### config.mk
export PLATFORM = sky130hd
export DESIGN_NAME = ps2_frame_rec
export DESIGN_NICKNAME = d
export VERILOG_FILES = /design/src/rtl/ps2_frame_rec.sv
export SDC_FILE = /design/constraint.sdc
export NUM_CORES = 1
export LEC_CHECK = 0
export CAP_MARGIN = 10
export CORE_ASPECT_RATIO = 1.2
export CORE_MARGIN = 10
export CORE_UTILIZATION = 60
export CTS_BUF_LIST = sky130_fd_sc_hd__clkbuf_4 sky130_fd_sc_hd__clkbuf_8 sky130_fd_sc_hd__clkbuf_16
export DETAILED_ROUTE_END_ITERATION = 16
export GPL_TIMING_DRIVEN = 0
export PLACE_DENSITY_LB_ADDON = 0.2
export SLEW_MARGIN = 15
export SYNTH_ARGS = -nofsm -noshare
export SYNTH_HDL_FRONTEND = slang
export SYNTH_SLANG_ARGS = --single-unit
### constraint.sdc
create_clock -name clk -period 4.2 [get_ports clk]
set_input_delay 0.63 -clock clk [delete_from_list [all_inputs] [get_ports clk]]
set_output_delay 0.63 -clock clk [all_outputs]
set_load 0.05 [all_outputs]
### src/rtl/ps2_frame_rec.sv
// PS/2 device-to-host frame receiver: synchronizes and deglitches the PS/2 lines, decodes 11-bit frames.
// Result pulses are registered, one clk after the stop-bit sample; a stalled partial frame aborts via timeout.
module ps2_frame_rec #(
  parameter int FILTER_LEN  = 8,
  parameter int TIMEOUT_CYC = 50000
) (
  input  logic       clk,
  input  logic       resetN,
  input  logic       ps2_clk,
  input  logic       ps2_data,
  output logic [7:0] dout,
  output logic       dout_new,
  output logic       parity_err,
  output logic       frame_err
);

  localparam int FW = $clog2(FILTER_LEN);
  localparam int TW = $clog2(TIMEOUT_CYC);
  localparam logic [FW-1:0] FILT_LAST = FW'(FILTER_LEN - 1);
  localparam logic [FW-1:0] FILT_ONE  = FW'(1);
  localparam logic [TW-1:0] TO_LAST   = TW'(TIMEOUT_CYC - 1);
  localparam logic [TW-1:0] TO_ONE    = TW'(1);

  typedef enum logic [1:0] {IDLE_ST, DATA_ST, PARITY_ST, STOP_ST} state_t;

  logic          clk_meta_q, clk_sync_q, data_meta_q, data_sync_q;
  logic          filt_q, filt_dly_q;
  logic [FW-1:0] filt_cnt_q;
  logic          sample_evt;

  state_t        state_q, state_d;
  logic [2:0]    bit_cnt_q, bit_cnt_d;
  logic [7:0]    shift_q, shift_d;
  logic          par_q, par_d;
  logic [TW-1:0] to_cnt_q, to_cnt_d;
  logic [7:0]    dout_q, dout_d;
  logic          new_q, new_d, perr_q, perr_d, ferr_q, ferr_d;

  // Lines idle high, so the synchronizers and filter reset to 1.
  always_ff @(posedge clk) begin
    if (resetN) begin
      clk_meta_q  <= 1'b1;
      clk_sync_q  <= 1'b1;
      data_meta_q <= 1'b1;
      data_sync_q <= 1'b1;
      filt_q      <= 1'b1;
      filt_dly_q  <= 1'b1;
      filt_cnt_q  <= '0;
    end else begin
      clk_meta_q  <= ps2_clk;
      clk_sync_q  <= clk_meta_q;
      data_meta_q <= ps2_data;
      data_sync_q <= data_meta_q;
      filt_dly_q  <= filt_q;
      if (clk_sync_q == filt_q) begin
        filt_cnt_q <= '0;
      end else if (filt_cnt_q == FILT_LAST) begin
        filt_q     <= clk_sync_q;
        filt_cnt_q <= '0;
      end else begin
        filt_cnt_q <= filt_cnt_q + FILT_ONE;
      end
    end
  end

  assign sample_evt = filt_dly_q & ~filt_q;

  always_comb begin
    state_d   = state_q;
    bit_cnt_d = bit_cnt_q;
    shift_d   = shift_q;
    par_d     = par_q;
    dout_d    = dout_q;
    new_d     = 1'b0;
    perr_d    = 1'b0;
    ferr_d    = 1'b0;
    to_cnt_d  = to_cnt_q;

    if (state_q == IDLE_ST || sample_evt) begin
      to_cnt_d = '0;
    end else if (to_cnt_q != TO_LAST) begin
      to_cnt_d = to_cnt_q + TO_ONE;
    end

    case (state_q)
      IDLE_ST: begin
        if (sample_evt && !data_sync_q) begin
          bit_cnt_d = 3'd0;
          state_d   = DATA_ST;
        end
      end
      DATA_ST: begin
        if (sample_evt) begin
          shift_d   = {data_sync_q, shift_q[7:1]};
          bit_cnt_d = bit_cnt_q + 3'd1;
          if (bit_cnt_q == 3'd7) state_d = PARITY_ST;
        end
      end
      PARITY_ST: begin
        if (sample_evt) begin
          par_d   = data_sync_q;
          state_d = STOP_ST;
        end
      end
      STOP_ST: begin
        if (sample_evt) begin
          state_d = IDLE_ST;
          if (!data_sync_q) begin
            ferr_d = 1'b1;
          end else if (!(^{shift_q, par_q})) begin
            perr_d = 1'b1;
          end else begin
            dout_d = shift_q;
            new_d  = 1'b1;
          end
        end
      end
      default: state_d = IDLE_ST;
    endcase

    // A sample event in the same cycle overrides the timeout.
    if (state_q != IDLE_ST && !sample_evt && to_cnt_q == TO_LAST) begin
      state_d = IDLE_ST;
      ferr_d  = 1'b1;
    end
  end

  always_ff @(posedge clk) begin
    if (resetN) begin
      state_q   <= IDLE_ST;
      bit_cnt_q <= 3'd0;
      shift_q   <= 8'h00;
      par_q     <= 1'b0;
      to_cnt_q  <= '0;
      dout_q    <= 8'h00;
      new_q     <= 1'b0;
      perr_q    <= 1'b0;
      ferr_q    <= 1'b0;
    end else begin
      state_q   <= state_d;
      bit_cnt_q <= bit_cnt_d;
      shift_q   <= shift_d;
      par_q     <= par_d;
      to_cnt_q  <= to_cnt_d;
      dout_q    <= dout_d;
      new_q     <= new_d;
      perr_q    <= perr_d;
      ferr_q    <= ferr_d;
    end
  end

  assign dout       = dout_q;
  assign dout_new   = new_q;
  assign parity_err = perr_q;
  assign frame_err  = ferr_q;

endmodule

==> flow_summary.json <==
{
  "critPathLaunch": "dout[0]$_SDFFE_PP0P_",
  "diodes": 0,
  "share_of_the_yosys_chip_area_belonging_to_registers": 0.452,
  "vdd_ir_drop_max_v": 0.000298,
  "post-route-cell-area_sq_um": 2500,
  "avg_cell_area_syn_sq_um": 9.15,
  "timing.critical_path.cells": "clkdlybuf4s50_1",
  "worstPathArrival_ps": 1480,
  "status": "completed",
  "synth_warnings": 0,
  "hold_buffers": 0,
  "grt.total_usage": 0.150,
  "synth_top_flop_cell": "dfxtp_1",
  "finalClockSkew_ps": 5.21,
  "critPathBufInv": 1,
  "drt_pass1_iterations": 4,
  "drt-wirelength-per-cell_um": 13.9,
  "cpMaxStageDelayCell": "clkdlybuf4s50_1",
  "clkTransAtPathRegs_ps": 80,
  "highest_achievable_clock_rate_mhz": 474,
  "final_layout_size_suffix_gt1_frac": 0.0568,
  "most-common-layout-cells": "dfxtp_1 (50), nand3_1 (19), nor2_1 (17), a21oi_1 (17), nand2_1 (17)",
  "height_of_the_chip_um": 86.5,
  "synth_top_family_by_area": "simple AND/OR/NAND/NOR gates",
  "final-max-slew-violation-count": 0,
  "layout.cells.non_filler": 303,
  "post_synth_and_or_nand_nor_area_fraction": 0.255,
  "final_clock_period_utilization_by_the_worst_path": 0.503,
  "portbufs": 14,
  "floorplan.io_pins": 15,
  "cell_class_contributing_the_biggest_share_of_worst_path_delay": "buffers and inverters",
  "globalplace.congestion": 0.754,
  "grt_overflow": 0,
  "place_hpwl_um": 3130,
  "timing.setup.critical_path_class": "flop to output pin",
  "synth-edff-count": 0,
  "compound_cell_area_share_of_the_yosys_netlist": 0.0707,
  "mostFrequentLayoutCell": "dfxtp_1",
  "endpoint_kind": "output pin",
  "detail_route.iter0.violations": 73,
  "clkLatencyLatePin_ps": 300,
  "adder_and_majority_cell_fraction_of_the_synthesized_area": 0.0565,
  "tritoncts": "built",
  "synthDistinctLibCells": 30,
  "h-tree-depth": 2,
  "routed_via_density": 5.61,
  "cts-buffers-inserted": 5,
  "grt_max_degree": 15,
  "clock-root-buffer": "clkbuf_8",
  "critical-path-max-stage-delay_ps": 820,
  "start_util": 0.614,
  "muxShareOfSynthArea": 0.0497,
  "synth_cell_area_sq_um": 2210,
  "setup-tns-final_ps": 0,
  "totalWireLength_um": 4200,
  "drc_errors": 0,
  "grt_pass1_wl_um": 7690,
  "postCtsSetupBuffers": 0,
  "grt_antenna_before_repair": 0,
  "power.static_leakage_uw": 0.000851,
  "syn2layout_area_growth_pct": 12.8,
  "route.vias.total": 1699,
  "pwr_cell_area_nw_per_um2": 336,
  "die_footprint_sq_um": 6530,
  "syn-num-nets": 256,
  "hold_path_class": "flop to flop",
  "core.rowCount": 24,
  "worst-endpoint-required_ps": 3570,
  "holdCritStartpoint": "data_meta_q$_SDFF_PP1_",
  "rsz_0062_raised_after_global_routing": "false",
  "antenna_violating_nets_post_route": 0,
  "clock_tree.buffer_depth": 2,
  "timing.max_cap.violations": 0,
  "worst_slew_margin_rel": 0.663,
  "core_area_sq_um": 3600,
  "synthesis.instances": 242,
  "placed_area_sq_um": 2400,
  "die_w_um": 75.4,
  "synthXorXnorAreaFrac": 0.0854,
  "timing.final.setup_violations": 0,
  "tightest_slew_ps": 504,
  "regToRegStartpoint": "to_cnt_q[0]$_SDFFE_PP0P_",
  "nNetsFinal": 277,
  "timing.final.crit_period_ps": 2110,
  "synth_seq_cells": 50,
  "numClockSinks": 50,
  "hold_viol_final": 0,
  "fillers": 283,
  "dp.cells": 295,
  "grt_pass1_vias": 1688,
  "critPathLaunchType": "flop",
  "worst-path-max-fanout": 2,
  "ctsResizeCount": 0,
  "share_of_synthesized_flip_flops_with_an_asynchronous_set_or_reset": 0
}
cell families after synthesis:
kind of cell | Yosys count
compound gates | 30
xor+xnor | 20
fa+ha+maj | 10
buf+inv | 16
flops | 50
mux | 11
simple gates | 105
cell usage after synthesis, drive strengths merged (2+ instances only):
cell / count / area share
a21oi: 17 / 0.038
and2: 2 / 0.0057
and3: 2 / 0.0057
clkbuf: 9 / 0.015
dfxtp: 50 / 0.45
ha: 10 / 0.057
inv: 6 / 0.010
mux2i: 11 / 0.050
nand2: 17 / 0.029
nand2b: 15 / 0.042
nand3: 19 / 0.043
nand4: 3 / 0.0085
nor2: 17 / 0.029
nor2b: 6 / 0.020
nor3: 5 / 0.011
nor4bb: 2 / 0.0090
o21ai: 11 / 0.025
or2: 5 / 0.014
or2b: 2 / 0.0068
or3: 7 / 0.020
xnor2: 13 / 0.051
xor2: 6 / 0.024
layout make-up:
type | count | area [sq um] | share of cell area
clock buffer | 7 | 90.1 | 0.0361
inverter | 6 | 22.5 | 0.00902
sequential | 50 | 1000 | 0.401
tap | 39 | 48.8 | 0.0195
multi-input combinational | 176 | 1140 | 0.458
clock inverter | 1 | 5.00 | 0.00200
buffer | 10 | 45.0 | 0.0180
timing repair buffer | 14 | 140 | 0.0561
final timing paths:
| kind | slack [ps] | end | depth (start not counted) |
|---|---|---|---|
| min | 420 | data_sync_q$_SDFF_PP1_ | 1 |
| max reg2reg | 2360 | state_q[1]$_SDFFE_PP0P_ | 6 |
| min reg2reg | 420 | data_sync_q$_SDFF_PP1_ | 1 |
| max | 2090 | dout[0] | 1 |
report_power, final:
group / internal (uW) / switching, uW / leakage (uW)
Clock: 139 / 149 / 0.0000517
Combinational: 24.2 / 39.9 / 0.000396
Sequential: 480 / 5.50 / 0.000404
metal layers:
metal / part of all wire / up-vias / global-route usage
met5: 0 / - / 0
met4: 0.031 / 0 / 0.0745
met3: 0.037 / 15 / 0.0458
met2: 0.51 / 33 / 0.255
met1: 0.42 / 792 / 0.163
li1: - / 859 / -
through the flow:
step           setup WS, ps  total power [uW]  hold slack (ps)   util
2_1_floorplan          2620               542              389      -
3_5_place_dp           1990               561              398  0.667
6_report               2090               839              415  0.693
4_1_cts                2070               846              418  0.693
3_3_place_gp           2000               559              393  0.667
5_1_grt                2040               871              428  0.693
state kept, by name, indices dropped and copies added, names as in the netlist, 2 cells and up:
register    cells
dout            8
filt_cnt_q      3
shift_q         8
to_cnt_q       16
bit_cnt_q       3
state_q         2
(Power assumes the default switching activity.)
